===== src/rtl/vertex_transform.sv =====
// Sequential 4x4 matrix * vertex multiplier, one shared signed MAC per cycle.
// Latches a model matrix and vertex (w = 1.0), emits M*[x y z 1]^T.
//
// Ports:
//   Clk, Reset        clock (rising edge), async active-high reset
//   in_valid/in_ready accept handshake; in_ready is high only in IDLE
//   model_matrix      16 entries, row-major, entry k at [k*W +: W]
//                     (entry k = row k/4, col k%4)
//   vx, vy, vz        vertex coordinates, signed Q(WI).(WF)
//   out_valid/ready   result handshake
//   ox, oy, oz, ow    transformed vertex (rows 0..3), saturated
//   overflow          sticky: some row of this vertex saturated
module vertex_transform #(
    parameter int WI = 8,
    parameter int WF = 8
) (
    input  logic                     Clk,
    input  logic                     Reset,
    input  logic                     in_valid,
    output logic                     in_ready,
    input  logic [16*(WI+WF)-1:0]    model_matrix,
    input  logic [WI+WF-1:0]         vx,
    input  logic [WI+WF-1:0]         vy,
    input  logic [WI+WF-1:0]         vz,
    output logic                     out_valid,
    input  logic                     out_ready,
    output logic [WI+WF-1:0]         ox,
    output logic [WI+WF-1:0]         oy,
    output logic [WI+WF-1:0]         oz,
    output logic [WI+WF-1:0]         ow,
    output logic                     overflow
);

    localparam int W  = WI + WF;
    localparam int PW = 2 * W;
    localparam int AW = PW + 2;

    localparam logic signed [W-1:0]  ONE  = W'(2 ** WF);
    localparam logic signed [AW-1:0] HALF = AW'(2 ** (WF - 1));
    localparam logic signed [AW-1:0] MAXV = AW'(2 ** (W - 1) - 1);
    localparam logic signed [AW-1:0] MINV = AW'(-(2 ** (W - 1)));

    typedef enum logic [1:0] {
        IDLE,
        MAC,
        DONE
    } state_t;

    state_t state;

    logic        [3:0]    cnt;
    logic        [1:0]    row;
    logic        [1:0]    col;
    logic signed [AW-1:0] acc;

    logic signed [W-1:0]  mat_q [16];
    logic signed [W-1:0]  vec_q [3];

    logic                 accept;

    logic signed [W-1:0]  mul_a;
    logic signed [W-1:0]  mul_b;
    logic signed [PW-1:0] a_ext;
    logic signed [PW-1:0] b_ext;
    logic signed [PW-1:0] prod;
    logic signed [AW-1:0] sum;
    logic signed [AW-1:0] rnd;
    logic signed [AW-1:0] shifted;
    logic        [W-1:0]  row_res;
    logic                 row_sat;

    assign row    = cnt[3:2];
    assign col    = cnt[1:0];
    assign accept = (state == IDLE) && in_valid;

    // Operand capture: data registers need no reset, they are
    // always reloaded before being used.
    always_ff @(posedge Clk) begin
        if (accept) begin
            for (int k = 0; k < 16; k++) begin
                mat_q[k] <= model_matrix[k*W +: W];
            end
            vec_q[0] <= vx;
            vec_q[1] <= vy;
            vec_q[2] <= vz;
        end
    end

    // Column 3 multiplies the implicit w = 1.0.
    always_comb begin
        mul_a = mat_q[cnt];
        mul_b = ONE;
        case (col)
            2'd0:    mul_b = vec_q[0];
            2'd1:    mul_b = vec_q[1];
            2'd2:    mul_b = vec_q[2];
            default: mul_b = ONE;
        endcase
    end

    // Sign-extend before multiplying so the full-width product is exact.
    always_comb begin
        a_ext = PW'(mul_a);
        b_ext = PW'(mul_b);
        prod  = a_ext * b_ext;
        sum   = acc + AW'(prod);
    end

    // Round half-up, drop WF fraction bits, then clamp to W bits.
    always_comb begin
        rnd     = sum + HALF;
        shifted = rnd >>> WF;
        row_sat = 1'b0;
        row_res = shifted[W-1:0];
        if (shifted > MAXV) begin
            row_sat = 1'b1;
            row_res = MAXV[W-1:0];
        end else if (shifted < MINV) begin
            row_sat = 1'b1;
            row_res = MINV[W-1:0];
        end
    end

    always_ff @(posedge Clk or posedge Reset) begin
        if (Reset) begin
            state     <= IDLE;
            cnt       <= '0;
            acc       <= '0;
            in_ready  <= 1'b1;
            out_valid <= 1'b0;
            overflow  <= 1'b0;
            ox        <= '0;
            oy        <= '0;
            oz        <= '0;
            ow        <= '0;
        end else begin
            case (state)
                IDLE: begin
                    if (in_valid) begin
                        state    <= MAC;
                        cnt      <= '0;
                        acc      <= '0;
                        overflow <= 1'b0;
                        in_ready <= 1'b0;
                    end
                end

                MAC: begin
                    cnt <= cnt + 4'd1;
                    if (col == 2'd3) begin
                        acc <= '0;
                        case (row)
                            2'd0:    ox <= row_res;
                            2'd1:    oy <= row_res;
                            2'd2:    oz <= row_res;
                            default: ow <= row_res;
                        endcase
                        if (row_sat) begin
                            overflow <= 1'b1;
                        end
                    end else begin
                        acc <= sum;
                    end
                    if (cnt == 4'd15) begin
                        state     <= DONE;
                        out_valid <= 1'b1;
                    end
                end

                DONE: begin
                    if (out_ready) begin
                        state     <= IDLE;
                        out_valid <= 1'b0;
                        in_ready  <= 1'b1;
                    end
                end

                default: begin
                    state     <= IDLE;
                    in_ready  <= 1'b1;
                    out_valid <= 1'b0;
                end
            endcase
        end
    end

endmodule


===== config.mk =====
export PLATFORM = sky130hd
export DESIGN_NAME = vertex_transform
export DESIGN_NICKNAME = d
export VERILOG_FILES = /design/src/rtl/vertex_transform.sv
export SDC_FILE = /design/constraint.sdc
export NUM_CORES = 1
export LEC_CHECK = 0
export ABC_AREA = 1
export CELL_PAD_IN_SITES_DETAIL_PLACEMENT = 0
export CELL_PAD_IN_SITES_GLOBAL_PLACEMENT = 1
export CORE_UTILIZATION = 41
export DETAILED_ROUTE_END_ITERATION = 10
export GPL_TIMING_DRIVEN = 1
export PLACE_DENSITY_LB_ADDON = 0.05
export SLEW_MARGIN = 20
export SYNTH_ARGS = -nofsm -noshare
export SYNTH_HDL_FRONTEND = slang
export SYNTH_SLANG_ARGS = --single-unit

===== constraint.sdc =====
create_clock -name Clk -period 9.7 [get_ports Clk]
set_input_delay 1.94 -clock Clk [delete_from_list [all_inputs] [get_ports Clk]]
set_output_delay 1.94 -clock Clk [all_outputs]
set_load 0.01 [all_outputs]

* Word-level counts from Yosys, hierarchy flattened *
Memories as Yosys holds them, arrays and structs flattened.
Cells that the tools add are included.

storage, ports and cells
  bits in registers = 107
  bits in writable memories = 304
  bits of input ports = 308
  word-level logic and storage cells = 74
  memories kept = 2

operators by class
  add/subtract/negate cells = 3
  multiply operators = 1
  $lt $le $gt $ge = 2
  equal/unequal tests = 13
  mux-type cells = 25
  bitwise operators = 3
  reduce and logical (&&, ||, !) cells = 15

memories
  memory  words  bits a word  rd ports  clocked after Yosys merged registers in  write ports  line  text
  mat_q   16     16           1         0                                        16           56    logic signed [W-1:0] mat_q [16];
  vec_q   3      16           3         0                                        3            57    logic signed [W-1:0] vec_q [3];

operator list
  cell                     count
  $mux W34                 2
  $pmux W34 S2             1
  $pmux W16 S3             1
  $add A34 B32 Y34         1
  $add A34 B9 Y34 const B  1
  $mul A16 B16 Y32         1
  $mux W16                 2
  $gt A26 B16 Y1 const B   1
  $lt A26 B16 Y1 const B   1
  $reduce_and A3 Y1        7
  $mux W1                  10
  $ne A2 B2 Y1 const B     5
  $eq A2 B2 Y1 const B     4
  $pmux W4 S2              1
  $eq A2 B1 Y1 const B     3
  $logic_not A2 Y1         3
  $mux W2                  3
  $pmux W1 S3              2
  $pmux W2 S3              1
  $add A4 B1 Y4 const B    1
  $eq A4 B4 Y1 const B     1
  $mux W4                  1
  $reduce_and A4 Y1        1
  $not A1 Y1               3
  other kinds (5)          5

* Logic depth before layout (Yosys ltp) *
Gate-level depths: netlist of the first run.

  word-level depth = 11
  gate-level depth with buffers = 51
  depth with buffers taken out = 45

* Worst setup path before layout of the first run *
OpenSTA, ideal clock, no wires.

  kind = input to register
  start point = input port in_valid
  end point = register acc[4]
  library setup time = 0.121 ns
  arrival = 9.499 ns
  required time = 9.579 ns
  slack = 0.080 ns
  stages = 5
  cell sequence = nand2_1 -> inv_1 -> nor2_1 -> clkbuf_1 -> a22o_1

on the way
  longest elaborated chain between the ends = 2

ends and longest elaborated chain
  element                             line  text
  from (decl)                         19    input logic in_valid,
  $ne A2 B2 Y1 (no source line)       n/a
  $reduce_and A2 Y1 (no source line)  n/a
  to (signal assigned)                162   acc <= sum;
  to (decl)                           54    logic signed [AW-1:0] acc;

Every way passes these cells.
A chain may end at the register's enable or synchronous reset.

* Worst setup path in the final report of the first run *
  start point = register cnt[0]
  end point = register ox[12]

on the way
  longest elaborated chain between the ends = 8
  elaborated cells between the ends (all ways) = 14
  those cells by class = add/sub: 2; mul: 1; order compare: 2; eq/ne: 3; mux: 3; reduce/logical: 2; memory: 1

ends and longest elaborated chain
  element                                                                   line  text
  from (decl)                                                               51    logic [3:0] cnt;
  from (signal assigned)                                                    149   cnt <= cnt + 4'd1;
  parallel branches: the longest is 8 deep, another holds $add A34 B32 Y34  n/a
  to (signal assigned)                                                      153   2'd0: ox <= row_res;
  to (decl)                                                                 27    output logic [WI+WF-1:0] ox,

Parallel ways; which one is timed is not known.

==> flow_metrics.env, run 1 <==
export IMPL_syn_inst=3069
export IMPL_syn_area_sq_mm=0.0289
export IMPL_synth_fp_nets=3789
export IMPL_synth_top_area_share_pct=31.6
export IMPL_via_per_inst=5.01
export IMPL_clock_path_buffers=3
export IMPL_final_common_cell="nand2_1"
export IMPL_grt_pass1_vias=23900
export IMPL_die_w_microns=267
export IMPL_row_count=96
export IMPL_finalHoldViolCount=0
export IMPL_fmax_mhz=110
export IMPL_hpwl_microns=73800
export IMPL_setup_viol=0
export IMPL_syn_to_final_growth_pct=23.9
export IMPL_drv_slew=0
export IMPL_io_pins=375
export IMPL_htreeDepth=2
export IMPL_ant_nets=0
export IMPL_cts_tree="done"
export IMPL_synth_edff_count=304
export IMPL_path_common_cell="nand2_1"
export IMPL_critical_path_class="reg2reg"
export IMPL_grt_max_degree=84
export IMPL_clock_latency_ns=0.60
export IMPL_fillCellCount=6446
export IMPL_synth_main_ff_cell="edfxtp_1"
export IMPL_synthMuxAreaShare_pct=0.0347
export IMPL_antenna_found_initial=2
export IMPL_fin_nets=4205
export IMPL_placed_area_sq_mm=0.0341
export IMPL_fin_crit_sh_pct=93.5
export IMPL_layout_drive_gt1_share_pct=6.47
export IMPL_wl_per_cell_microns=20.6
export IMPL_drt_iter0_markers=1618
export IMPL_synth_adder_area_share_pct=25.8
export IMPL_clock_sinks=411
export IMPL_final_cell_area_sq_mm=0.0358
export IMPL_dr_pass1_iters=5
export IMPL_yosysSeqAreaShare_pct=40.9
export IMPL_track_usage_pct=26.6
export IMPL_synth_xor_area_share_pct=1.02
export IMPL_post_synth_top_area_cell="edfxtp_1"
export IMPL_ys_top_cells_by_area="edfxtp_1 32%, fa_1 21%, nand2_1 12%"
export IMPL_slowest_stage="dfrtp_4"
export IMPL_cts_buffers_inserted=46
export IMPL_hold_ws_ns=0.478
export IMPL_critPathRequiredTime_ns=10.23
export IMPL_final_cell_mix="947 x nand2_1, 512 x inv_1, 374 x clkdlybuf4s50_1"
export IMPL_clockRootBuffer="clkbuf_16"
export IMPL_synth_cell_types=43
export IMPL_grt_overflow=0
export IMPL_cpPeakStageDelay_ns=0.70
export IMPL_outcome="finished clean"
export IMPL_hold_path_class="reg2reg"
export IMPL_synth_seq_cells=411
export IMPL_synthArstFlopShare_pct=26.0
export IMPL_maxSlewHeadroom_pct=29.4
export IMPL_drc=0
export IMPL_synth_simple_gate_area_share_pct=19.3
export IMPL_clk_pin_slew_ns=0.06
export IMPL_critPathMaxFanout=34
export IMPL_io_buffers=374
export IMPL_cp_end_kind="register"
export IMPL_synth_compound_area_share_pct=4.69
export IMPL_gp_congestion=0.914
export IMPL_die_y_microns=267
export IMPL_startpoint_type="register"
export IMPL_worstMarginPinSlew_ns=1.06
export IMPL_synth_top_family_by_area="adder cells"
export IMPL_core_area_sq_mm=0.0691
export IMPL_syn_avg_cell_area_sq_um=9.41
export IMPL_die_area_sq_mm=0.0715
export IMPL_start_util_pct=41.8
export IMPL_drt_wl_total_microns=91900
export IMPL_vias=22300
export IMPL_arrival_ns=9.60
export IMPL_drv_cap=0
export IMPL_grt_pass1_wl_microns=142000
export IMPL_period_needed_ns=9.07
export IMPL_final_setup_skew_ns=0.0323
export IMPL_yosys_warnings=0
## cells in the mapped netlist, types with 2 or more instances
master,n
a21oi_1,82
a22o_1,7
a32o_1,60
and2_1,2
buf_1,5
buf_2,5
clkbuf_1,77
clkinv_1,7
dfrtp_1,106
edfxtp_1,304
fa_1,305
ha_1,107
inv_1,521
inv_2,10
nand2_1,947
nand2_2,23
nand3_1,68
nand3_2,3
nand3b_1,4
nand4_1,49
nor2_1,261
nor2_2,11
nor3_1,8
o21ai_0,47
o21ai_1,5
xnor2_1,10
xnor2_2,2
xor2_1,18
## worst paths after layout
path | from | to | slack (ns) | cells after the start
max | cnt[0] | ox[12] | 0.63 | 35
min | ow[13] | ow[13] | 0.48 | 2
max reg2reg | cnt[0] | ox[12] | 0.63 | 35
min reg2reg | ow[13] | ow[13] | 0.48 | 2
max in group asynchronous | Reset | cnt[0] | 6.58 | 3
min in group asynchronous | Reset | oy[3] | 1.87 | 2
## state kept, by name, summed over array words and instances (netlist names)
| signal | count |
|---|---|
| acc | 34 |
| cnt | 4 |
| in_ready | 1 |
| mat_q | 256 |
| out_valid | 1 |
| overflow | 1 |
| ow | 16 |
| ox | 16 |
| oy | 16 |
| oz | 16 |
| state | 2 |
| vec_q | 48 |
## per-stage QoR
stage / setup WS, ns / instances / TNS (ns) / util, %
6_report: 0.626 / 4456 / 0 / 51.8
3_3_place_gp: 0.361 / 4363 / 0 / 49.3
5_1_grt: -0.00687 / 4456 / -0.00881 / 51.8
3_5_place_dp: 0.401 / 4363 / 0 / 49.3
2_1_floorplan: 0.0797 / 3069 / 0 / -
4_1_cts: 0.330 / 4449 / 0 / 51.7
## worst max-delay path, delay by kind of cell, from the launching register on
| family | cells | cell delay [ns] |
|---|---|---|
| DFF | 1 | 0.70 |
| and+or+nand+nor | 20 | 3.06 |
| buffers and inverters | 6 | 1.29 |
| adders and majority gates | 8 | 3.64 |
| xor gates and xnor gates | 1 | 0.28 |
## final cells by class
cell class / count / area, sq um / area share [%]
diodes: 2 / 5.00 / 0.0140
repair buffers: 458 / 4440 / 12.4
flip-flops and latches: 411 / 11800 / 33.0
inverters: 538 / 2050 / 5.72
well taps: 931 / 1160 / 3.26
clock inverters: 37 / 442 / 1.24
multi-input cells: 2030 / 14700 / 41.1
clock buffers: 49 / 1160 / 3.25
## logic make-up (layout without fill, tap and decap cells)
group           after synthesis  in the layout
simple gates               1382           1382
other cells                   0              2
flops                       411            411
compound gates              204            204
xor+xnor                     31             31
mux                           1              1
fa+ha+maj                   412            412
buf+inv                     628           1082
## per-layer routing
layer | share of wire (%) | wire length, microns | track usage, % | vias up
met5 | 0 | 0 | 0 | -
met2 | 50 | 45600 | 46.5 | 618
met3 | 4.7 | 4340 | 2.66 | 126
met4 | 2.4 | 2160 | 6.76 | 0
met1 | 43 | 39700 | 35.2 | 11100
li1 | - | - | - | 10500
## timing repair
item                       4_1_cts  5_1_grt
setup endpoints to repair        0       61
gates resized for setup          0       11
setup buffers                    0        5
hold buffers                     0        0
Power of run 1 is left out: the tool's default activity adds up to more than one toggle a clock period on the data nets, which glitch-free logic cannot reach.
==> inputs of run 2 (changes only) <==
--- a/config.mk
+++ b/config.mk
@@ -9,8 +9,10 @@
 export CELL_PAD_IN_SITES_DETAIL_PLACEMENT = 0
 export CELL_PAD_IN_SITES_GLOBAL_PLACEMENT = 1
 export CORE_UTILIZATION = 41
+export CTS_BUF_LIST = sky130_fd_sc_hd__clkbuf_8
 export DETAILED_ROUTE_END_ITERATION = 10
 export GPL_TIMING_DRIVEN = 1
+export HOLD_SLACK_MARGIN = 0.05
 export PLACE_DENSITY_LB_ADDON = 0.05
 export SLEW_MARGIN = 20
 export SYNTH_ARGS = -nofsm -noshare
==> flow_metrics.env, run 2 (synthesis gave the netlist of run 1 again) <==
export IMPL_critPathMaxFanout=16
export IMPL_clk_pin_slew_ns=0.06
export IMPL_clock_sinks=411
export IMPL_clock_path_buffers=3
export IMPL_crit_family="adder cells"
export IMPL_startpoint_type="register"
export IMPL_dr_pass1_iters=6
export IMPL_grt_pass1_wl_microns=143000
export IMPL_cts_tree="done"
export IMPL_final_common_cell="nand2_1"
export IMPL_reg_top3="mat_q (256), vec_q (48), acc (34)"
export IMPL_setup_viol=0
export IMPL_via_per_inst=4.98
export IMPL_row_count=96
export IMPL_hold_depth=2
export IMPL_regMostFlops="mat_q"
export IMPL_io_pins=375
export IMPL_die_w_microns=267
export IMPL_period_needed_ns=9.04
export IMPL_final_cell_mix="947 x nand2_1, 534 x inv_1, 374 x clkdlybuf4s50_1"
export IMPL_r2r_start="cnt[1]"
export IMPL_hold_path_end="oy[11]"
export IMPL_placed_area_sq_mm=0.0341
export IMPL_maxSlewHeadroom_pct=29.8
export IMPL_arrival_ns=9.61
export IMPL_fillCellCount=6473
export IMPL_fin_nets=4234
export IMPL_clock_latency_ns=0.68
export IMPL_cpPeakStageDelay_ns=0.60
export IMPL_final_cell_area_sq_mm=0.0357
export IMPL_final_setup_skew_ns=0.0655
export IMPL_drc=0
export IMPL_critPathRequiredTime_ns=10.27
export IMPL_drt_iter0_markers=1593
export IMPL_drv_cap=0
export IMPL_syn_to_final_growth_pct=23.6
export IMPL_start_util_pct=41.8
export IMPL_pre_cts_slack_ns=0.401
export IMPL_gp_congestion=0.914
export IMPL_fin_crit_sh_pct=93.2
export IMPL_critical_path_class="reg2reg"
export IMPL_finalHoldViolCount=0
export IMPL_drv_slew=0
export IMPL_htreeDepth=3
export IMPL_worstMarginPinSlew_ns=1.05
export IMPL_worst_slack_ns=0.659
export IMPL_grt_overflow=0
export IMPL_fin_tns_setup_ns=0
export IMPL_wl_per_cell_microns=20.5
export IMPL_hold_path_class="reg2reg"
export IMPL_vias=22400
export IMPL_rsz0062_at_grt="no"
export IMPL_track_usage_pct=26.8
export IMPL_core_area_sq_mm=0.0691
export IMPL_io_buffers=374
export IMPL_fmax_mhz=111
export IMPL_outcome="finished clean"
export IMPL_drt_wl_total_microns=92400
export IMPL_seq_area_sq_mm=0.0118
export IMPL_cts_hold_buf=0
export IMPL_hpwl_microns=73800
export IMPL_crit_buf_inv=8
export IMPL_multi_input_area_sq_mm=0.0147
export IMPL_largest_reg_flops=256
export IMPL_clockRootBuffer="clkbuf_8"
export IMPL_ant_nets=0
export IMPL_reg2reg_depth=37
export IMPL_reg2reg_to="ow[10]"
export IMPL_reg2reg_slack_ns=0.66
export IMPL_hp_start="oy[11]"
export IMPL_hold_ws_ns=0.477
export IMPL_cts_buffers_inserted=75
export IMPL_die_area_sq_mm=0.0715
export IMPL_layout_drive_gt1_share_pct=7.15
export IMPL_path_common_cell="nand2_1"
export IMPL_slowest_stage="dfrtp_1"
export IMPL_grt_max_degree=84
export IMPL_grt_pass1_vias=24100
export IMPL_die_y_microns=267
export IMPL_antenna_found_initial=4
export IMPL_cp_end_kind="register"
==> run 2: cell count changes in the layout (fill, tap and decap cells not counted), sizes merged <==
cell | before | now
clkinv | 30 | 24
clkinvlp | 6 | 4
inv | 532 | 556
diode | 2 | 4
clkbuf | 49 | 78
==> run 2: through the flow <==
step,util (%),std cells
global route,51.7,4503
finish,51.7,4503
CTS,51.6,4494
detailed placement,49.3,4363
global placement,49.3,4363
floorplan,-,3069
==> run 2: area by class of cell <==
class,instances,area share [%]
Multi-Input combinational cell,2030,41.1
Sequential cell,411,33.1
Timing Repair Buffer,458,12.4
Inverter,538,5.73
Tap cell,931,3.26
Clock buffer,78,3.01
Clock inverter,53,1.30
Antenna cell,4,0.0280
==> run 2: worst max-delay path by stage <==
stage          startpoint  cells past startpoint     end  slack [ns]
5_1_grt            cnt[1]                     36   ox[0]       0.005
2_1_floorplan    in_valid                      5  acc[4]        0.08
3_3_place_gp       cnt[0]                     38  ow[12]        0.36
3_5_place_dp       cnt[0]                     36   oy[0]        0.40
6_report           cnt[1]                     37  ow[10]        0.66
4_1_cts            cnt[0]                     36   oy[0]        0.32
==> run 2: repair_timing <==
item                                    in CTS  in global routing
endpoints found under the setup margin       0                 61
setup buffers                                0                  5
gates resized for setup                      0                 10
==> run 2: layer usage <==
metal  vias to the layer above  GRT usage, %  wire length (microns)
met5                         -             0                      0
met4                         0          7.74                   2170
met3                       127          3.16                   4310
met2                       625          46.2                  45800
met1                     11200          35.3                  40200
li1                      10500             -                      -
==> run 2: worst register-to-register path: cells and delay by family, from the launching register on <==
family / cells / cell delay (ns)
fa+ha+maj: 8 / 3.52
buf+inv: 8 / 1.63
flops: 1 / 0.60
simple gates: 21 / 3.21
Power of run 2 is left out for the same reason.
==> inputs of run 3 (changes only) <==
--- a/config.mk
+++ b/config.mk
@@ -6,8 +6,6 @@
 export NUM_CORES = 1
 export LEC_CHECK = 0
 export ABC_AREA = 1
-export CELL_PAD_IN_SITES_DETAIL_PLACEMENT = 0
-export CELL_PAD_IN_SITES_GLOBAL_PLACEMENT = 1
 export CORE_UTILIZATION = 41
 export CTS_BUF_LIST = sky130_fd_sc_hd__clkbuf_8
 export DETAILED_ROUTE_END_ITERATION = 10
==> flow_metrics.env, run 3 (synthesis gave the netlist of run 1 again) <==
export IMPL_outcome="finished clean"
export IMPL_row_count=96
export IMPL_pre_cts_slack_ns=0.291
export IMPL_rsz0062_at_grt="no"
export IMPL_slowest_stage="inv_1"
export IMPL_fin_tns_setup_ns=0
export IMPL_drv_cap=0
export IMPL_clock_latency_ns=0.69
export IMPL_syn_to_final_growth_pct=23.0
export IMPL_met2_length_microns=46700
export IMPL_final_cell_mix="947 x nand2_1, 536 x inv_1, 374 x clkdlybuf4s50_1"
export IMPL_route_met3_wl_microns=4930
export IMPL_vias=22500
export IMPL_fmax_mhz=110
export IMPL_io_buffers=374
export IMPL_setup_viol=0
export IMPL_crit_family="adder cells"
export IMPL_startpoint_type="register"
export IMPL_wl_per_cell_microns=20.8
export IMPL_maxSlewHeadroom_pct=29.2
export IMPL_regMostFlops="mat_q"
export IMPL_finalHoldViolCount=0
export IMPL_top_layer="met4"
export IMPL_ant_nets=0
export IMPL_die_w_microns=267
export IMPL_critPathRequiredTime_ns=10.22
export IMPL_fin_cells=4491
export IMPL_cts_buffers_inserted=77
export IMPL_reg_top3="mat_q (256), vec_q (48), acc (34)"
export IMPL_fin_nets=4221
export IMPL_track_usage_pct=27.1
export IMPL_drc=0
export IMPL_die_area_sq_mm=0.0715
export IMPL_cts_tree="done"
export IMPL_start_util_pct=41.8
export IMPL_clock_path_buffers=3
export IMPL_largest_reg_flops=256
export IMPL_layout_drive_gt1_share_pct=6.75
export IMPL_worstMarginPinSlew_ns=1.06
export IMPL_grt_pass1_vias=24100
export IMPL_final_common_cell="nand2_1"
export IMPL_clock_sinks=411
export IMPL_drt_wl_total_microns=93600
export IMPL_dr_pass1_iters=7
export IMPL_drt_met1_wl_microns=40500
export IMPL_final_setup_skew_ns=0.0475
export IMPL_cp_end_kind="register"
export IMPL_hpwl_microns=73900
export IMPL_worst_slack_ns=0.577
export IMPL_grt_overflow=0
export IMPL_via_per_inst=5.02
export IMPL_gp_congestion=0.922
export IMPL_hold_path_class="reg2reg"
export IMPL_drv_slew=0
export IMPL_critPathMaxFanout=20
export IMPL_cts_hold_buf=0
export IMPL_period_needed_ns=9.12
export IMPL_clockRootBuffer="clkbuf_8"
export IMPL_clk_pin_slew_ns=0.06
export IMPL_htreeDepth=3
export IMPL_dp_cells=4347
export IMPL_antenna_found_initial=4
export IMPL_fin_crit_sh_pct=94.1
export IMPL_critical_path_class="reg2reg"
export IMPL_drt_iter0_markers=1564
export IMPL_io_pins=375
export IMPL_grt_max_degree=95
export IMPL_die_y_microns=267
export IMPL_grt_pass1_wl_microns=145000
export IMPL_arrival_ns=9.64
export IMPL_cpPeakStageDelay_ns=0.61
export IMPL_core_area_sq_mm=0.0691
export IMPL_path_common_cell="nand2_1"
export IMPL_postLayoutCoreUtil_pct=51.4
export IMPL_crit_buf_inv=10
[run 3: cell types whose count changed in the layout (fill, tap and decap cells not counted), moves of 3 or more]
cell,previous run,this run
clkbuf_8,78,84
nor2_1,259,256
bufinv_16,7,0
nor2_2,12,15
buf_4,77,62
clkinv_1,15,19
clkinv_2,9,5
[run 3: final timing paths]
| check | start | to | slack, ns | depth (start not counted) |
|---|---|---|---|---|
| max | cnt[0] | oy[0] | 0.58 | 38 |
| min | ow[6] | ow[6] | 0.48 | 2 |
| max reg2reg | cnt[0] | oy[0] | 0.58 | 38 |
| min reg2reg | ow[6] | ow[6] | 0.48 | 2 |
| max in group asynchronous | Reset | ox[8] | 6.72 | 3 |
| min in group asynchronous | Reset | oz[0] | 1.71 | 2 |
[run 3: worst min-delay path: stages (launching register included)]
cell     delay, ns
dfrtp_1       0.34
nand2_1       0.05
nand2_1       0.06
[run 3: per-layer routing]
| metal | vias up | global-route usage [%] |
|---|---|---|
| met5 | - | 0 |
| met2 | 594 | 46.7 |
| met3 | 101 | 4.25 |
| met1 | 11400 | 35.7 |
| li1 | 10500 | - |
| met4 | 0 | 6.15 |
[run 3: repair_timing]
action                     4_1_cts  5_1_grt
setup buffers                    0        6
gates resized for setup          0       15
setup endpoints to repair        0       61
[run 3: stage by stage]
stage	hold WS (ns)	instance area, sq um
after floorplan	0.459	28900
after global placement	0.466	34000
final	0.477	35500
after CTS	0.481	35400
after detailed placement	0.466	34000
after global routing	0.488	35500
[run 3: layout make-up]
| type | count | area [sq um] |
|---|---|---|
| fillers | 6474 | 33600 |
| multi-input cells | 2030 | 14700 |
| flip-flops and latches | 411 | 11800 |
| repair buffers | 443 | 4330 |
| inverters | 538 | 2060 |
| well taps | 931 | 1160 |
| clock buffers | 84 | 1160 |
| clock inverters | 49 | 282 |
| diodes | 5 | 12.5 |
Power of run 3 is left out for the same reason.
